`config.mk`:
```
export PLATFORM = sky130hd
export DESIGN_NAME = counter_value_source
export DESIGN_NICKNAME = d
export VERILOG_FILES = /design/src/rtl/counter_value_source.sv
export SDC_FILE = /design/constraint.sdc
export NUM_CORES = 1
export LEC_CHECK = 0
export CAP_MARGIN = 20
export CELL_PAD_IN_SITES_DETAIL_PLACEMENT = 0
export CELL_PAD_IN_SITES_GLOBAL_PLACEMENT = 1
export CORE_UTILIZATION = 23
export DETAILED_ROUTE_END_ITERATION = 8
export GPL_TIMING_DRIVEN = 0
export PLACE_DENSITY = 0.55
export SYNTH_ARGS = -nofsm -noshare
export SYNTH_HDL_FRONTEND = slang
export SYNTH_SLANG_ARGS = --single-unit
```
`constraint.sdc`:
```
create_clock -name clk -period 8.8 [get_ports clk]
set_input_delay 1.76 -clock clk [delete_from_list [all_inputs] [get_ports clk]]
set_output_delay 1.76 -clock clk [all_outputs]
set_load 0.01 [all_outputs]
```
`src/rtl/counter_value_source.sv`:
```
// counter_value_source: debounced pushbutton/auto-run 8-bit wrap-around counter for the display stage.
module counter_value_source #(
  parameter int DEBOUNCE_CYCLES = 1000000,
  parameter int TICK_CYCLES     = 50000000
) (
  input  logic       clk,
  input  logic       rst,
  input  logic       btn_up,
  input  logic       btn_down,
  input  logic       btn_clr,
  input  logic       btn_mode,
  input  logic       sw_dir,
  output logic [7:0] value,
  output logic       running,
  output logic       wrap
);
  localparam int CW = $clog2(DEBOUNCE_CYCLES);
  localparam int TW = $clog2(TICK_CYCLES);
  typedef enum logic {MANUAL = 1'b0, RUN = 1'b1} state_t;
  state_t state, state_next;
  logic [4:0] s1, s2;
  logic [3:0] deb, deb_d, pulse;
  logic [CW-1:0] cnt [4];
  logic [TW-1:0] presc;
  logic tick, up, dn;
  always_ff @(posedge clk or negedge rst)
    if (!rst) begin
      s1 <= '0;
      s2 <= '0;
      deb_d <= '0;
    end else begin
      s1 <= {sw_dir, btn_mode, btn_clr, btn_down, btn_up};
      s2 <= s1;
      deb_d <= deb;
    end
  // bits 0..3 = up, down, clr, mode; sw_dir (bit 4) is only synchronised
  always_ff @(posedge clk or negedge rst)
    if (!rst) begin
      deb <= '0;
      for (int k = 0; k < 4; k++) cnt[k] <= '0;
    end else begin
      for (int k = 0; k < 4; k++)
        if (s2[k] == deb[k]) cnt[k] <= '0;
        else if (cnt[k] == CW'(DEBOUNCE_CYCLES - 1)) begin
          cnt[k] <= '0;
          deb[k] <= s2[k];
        end else cnt[k] <= cnt[k] + 1'b1;
    end
  assign pulse = deb & ~deb_d;
  assign tick = (state == RUN) && (presc == TW'(TICK_CYCLES - 1));
  always_comb begin
    state_next = pulse[3] ? ((state == RUN) ? MANUAL : RUN) : state;
    up = (state == RUN) ? (tick & s2[4]) : (pulse[0] & ~pulse[1]);
    dn = (state == RUN) ? (tick & ~s2[4]) : (pulse[1] & ~pulse[0]);
  end
  always_ff @(posedge clk or negedge rst)
    if (!rst) state <= MANUAL;
    else state <= state_next;
  assign running = (state == RUN);
  always_ff @(posedge clk or negedge rst)
    if (!rst) presc <= '0;
    else if (pulse[2] || (pulse[3] && state == MANUAL)) presc <= '0;
    else if (state == RUN && !pulse[3]) presc <= tick ? '0 : presc + 1'b1;
  always_ff @(posedge clk or negedge rst)
    if (!rst) begin
      value <= '0;
      wrap <= 1'b0;
    end else if (pulse[2]) begin
      value <= '0;
      wrap <= 1'b0;
    end else if (up) begin
      value <= value + 1'b1;
      wrap <= (value == 8'hFF);
    end else if (dn) begin
      value <= value - 1'b1;
      wrap <= (value == 8'h00);
    end else wrap <= 1'b0;
endmodule

```
==> impl_results.md <==
- Result of the run: finished, final reports clean
- Depth of the CTS H-tree: 4
- Number of max-slew violations in the final report: 0
- Synthesis-stage register bit count: ~130
- Yosys cell types: 50
- Clock sink total: around 130
- PD cells: 184 nW/um^2
- Crit path kind: reg2reg
- Dpl cell area: 7070 um^2
- TritonRoute pass-1 iters: 4
- Arrival time reported for the critical path endpoint: about 3.6 ns
- Number of max-cap violations: 0
- Type of the tightest min-delay check: reg2reg
- Total number of yosys warnings: 0
- Summed instance area of the synthesized netlist: roughly 6400 um^2
- Placeable core area: about 27000 um^2
- Achievable frequency: approximately 300 MHz
- Multi-input gate area in the final layout: between 2000 and 3000 um^2
- Via count: between 4000 and 5000
- Count of nets after finishing: ~690
- Synthesized netlist net count: about 660
- Sort of element at the end of the critical path: flop
- Setup Buffers After CTS: 0
- Area delta synth->final: 20.0%
- Setup repair after global routing missed its margin: no
- Via count of the first global-routing pass: around 4500
- Antenna violations before repair: 0
- Count of hold buffers inserted by post-cts repair: 0
- Cell taking the most area after synthesis: dfrtp_1
- Number of gates given a new drive strength after cts: 0
- TNS Setup: 0 ns
- Placement-stage worst setup slack: ~5.5 ns
- Number of buffers created by CTS: 17
- Hold Vio Cnt, Final: 0
- Clk Latency, worst-skew pair: around 0.42 ns
- Top_reg_cell synth: dfrtp_1
- Period utilization: between 30% and 40%
- Required time of the critical path: between 9 and 10 ns
- Critical-path maximum fanout: 12
- Routability congestion estimate from global placement: 0.724
- Count leader, synth: dfrtp_1
- Initial core utilization: between 20% and 30%
- Finished layout cell area: slightly below 8000 um^2
- Peak VDD IR: between 0.0001 and 0.00015 V
- Register area: about 3400 um^2
- Min setup slack post-route: 5.52 ns
- Headroom to the max-slew limit: between 50% and 60%
- Ratio of cells with drive above 1 in the final layout: under 10%
- Worst-Margin Slew: roughly 0.61 ns
- Sequential cell area fraction in the yosys report: 52.3%
- Number of setup violations in the final report: 0
- Pin count of the biggest net entering global routing: 95
- Min cycle time layout: ~3.3 ns
- Die width: about 170 um
- Post-DRT Antenna Nets: 0
- Synthesized netlist cell count: 640
- Avg Vias per Cell: roughly 4.3
- Post-detailed-route wirelength per cell: between 10 and 15 um
- Top post-synthesis cells by count: 134 x dfrtp_1, 113 x nor2_1, 50 x xor2_1
- DIE HEIGHT: approximately 170 um
- Static Leakage: roughly 3.3 nW
- Number of DRC markers in iteration 0: ~250
- Clk pin slew, worst setup/hold paths: 0.06 ns
- Maximum root-to-sink buffer count: 2
- Detailed Route WL: between 10 and 15 mm
- Gr ovfl total: 0
- Async set or reset register ratio after synthesis: 100%
- Kind of launch point of the worst setup path: flop
- I/O pin count: 17
- Syn_area_per_cell: approximately 10 um^2
- Count of filler cells inserted in the layout: around 2900
- Post-synth EDFFs: 0
- Wire length of the first global-routing pass: 23.0 mm
- DP HPWL: about 8.9 mm
- Cell types occupying the most area after synthesis: dfrtp_1 52%, xor2_1 6.8%, nor2_1 6.6%
- Synth top area share: a little over half
- Clk_skew: roughly 0.011 ns
- Number of standard-cell rows in the floorplan: 60
- GRT Total Usage: between 10% and 20%
- Residual DRC: 0
- Root buffer cell: clkbuf_16
- Buffers added on ports: 16
- Antenna diodes: 0
- Full die area: roughly 29000 um^2
- Clock tree from TritonCTS: yes
==> stage by stage <==
stage | cells | total power, W | util [%] | hold WS, ns
floorplan | 640 | 0.000651 | - | 0.331
global placement | 1028 | 0.000673 | 25.9 | 0.335
detailed placement | 1029 | 0.000673 | 26.0 | 0.335
CTS | 1061 | 0.00144 | 28.3 | 0.348
global route | 1061 | 0.00148 | 28.3 | 0.358
finish | 1061 | 0.00142 | 28.3 | 0.346
==> final timing paths <==
path                                 from       end  slack [ns]  cells past startpoint
worst max-delay path            presc[16]  value[7]        5.52                     11
worst min-delay path                s1[4]     s2[4]        0.35                      0
worst max register to register  presc[16]  value[7]        5.52                     11
worst min register to register      s1[4]     s2[4]        0.35                      0
max in group asynchronous             rst   cnt[71]        6.74                      2
min in group asynchronous             rst   cnt[11]        1.24                      1
==> critical path, stage by stage (launching register included) <==
cell and delay [ns]:
dfrtp_1 0.43, or4b_4 0.55, nor4_4 0.25, a21oi_2 0.13
buf_2 0.23, ha_1 0.42, a21oi_1 0.11, a221oi_1 0.38
o221ai_1 0.18, and4_1 0.24, o21ai_0 0.15, o31ai_1 0.09
==> report_power, final <==
group / internal (W) / leakage, nW / total, W / switching [W]
clock: 0.000477 / 0.301 / 0.000760 / 0.000282
sequential: 0.000623 / 1.84 / 0.000628 / 0.00000534
combinational: 0.00000933 / 1.16 / 0.0000314 / 0.0000221
==> logic make-up after synthesis <==
group	count (synthesis)	synth area share (%)
fa+ha+maj	9	1.76
compound gates	63	6.18
flops	134	52.3
mux	7	1.19
buf+inv	22	1.37
simple gates	315	24.9
xor+xnor	90	12.3
==> layer usage <==
layer	vias to the layer above	share of wire, %	global-route usage (%)	wire length, um
met2	45	43	14.8	5720
met5	-	0	0	0
met4	0	1.3	3.49	172
met1	2177	53	14.2	6980
li1	2275	-	-	-
met3	13	2.7	2.99	358
==> cells in the final DEF (no fill, tap or decap), types with 2 or more instances in the layout <==
cell type,count
a21oi_1,13
bufinv_16,4
nand3_1,44
nor2b_1,7
inv_6,2
clkdlybuf4s50_1,15
nor4b_1,4
ha_1,9
xor2_1,50
or2_2,5
nor4_1,7
buf_2,4
nand2b_1,4
xnor2_1,40
nor4bb_1,2
clkinvlp_4,2
and4_1,10
nor3_1,9
clkbuf_16,17
clkbuf_1,12
nor2_1,113
inv_1,6
mux2_2,5
nand4_1,12
and3_1,32
nand2_1,40
o21ai_0,31
dfrtp_1,134
a31oi_1,2
o31ai_1,3
and2_1,12
mux2i_1,2
or3_1,7
clkinv_4,5
==> area by class of cell <==
type	count	share of cell area [%]
sequential	134	43.6
clock buffer	18	5.57
inverter	6	0.293
buffer	16	0.845
tap	372	6.05
multi-input combinational	484	38.6
timing repair buffer	17	2.45
clock inverter	14	2.62
==> registers in the layout (all words and copies together) (netlist names) <==
| signal | count |
|---|---|
| running | 1 |
| deb | 4 |
| deb_d | 4 |
| s1 | 5 |
| wrap | 1 |
| s2 | 5 |
| cnt | 80 |
| presc | 26 |
| value | 8 |
Power figures use the tool's default switching activity.
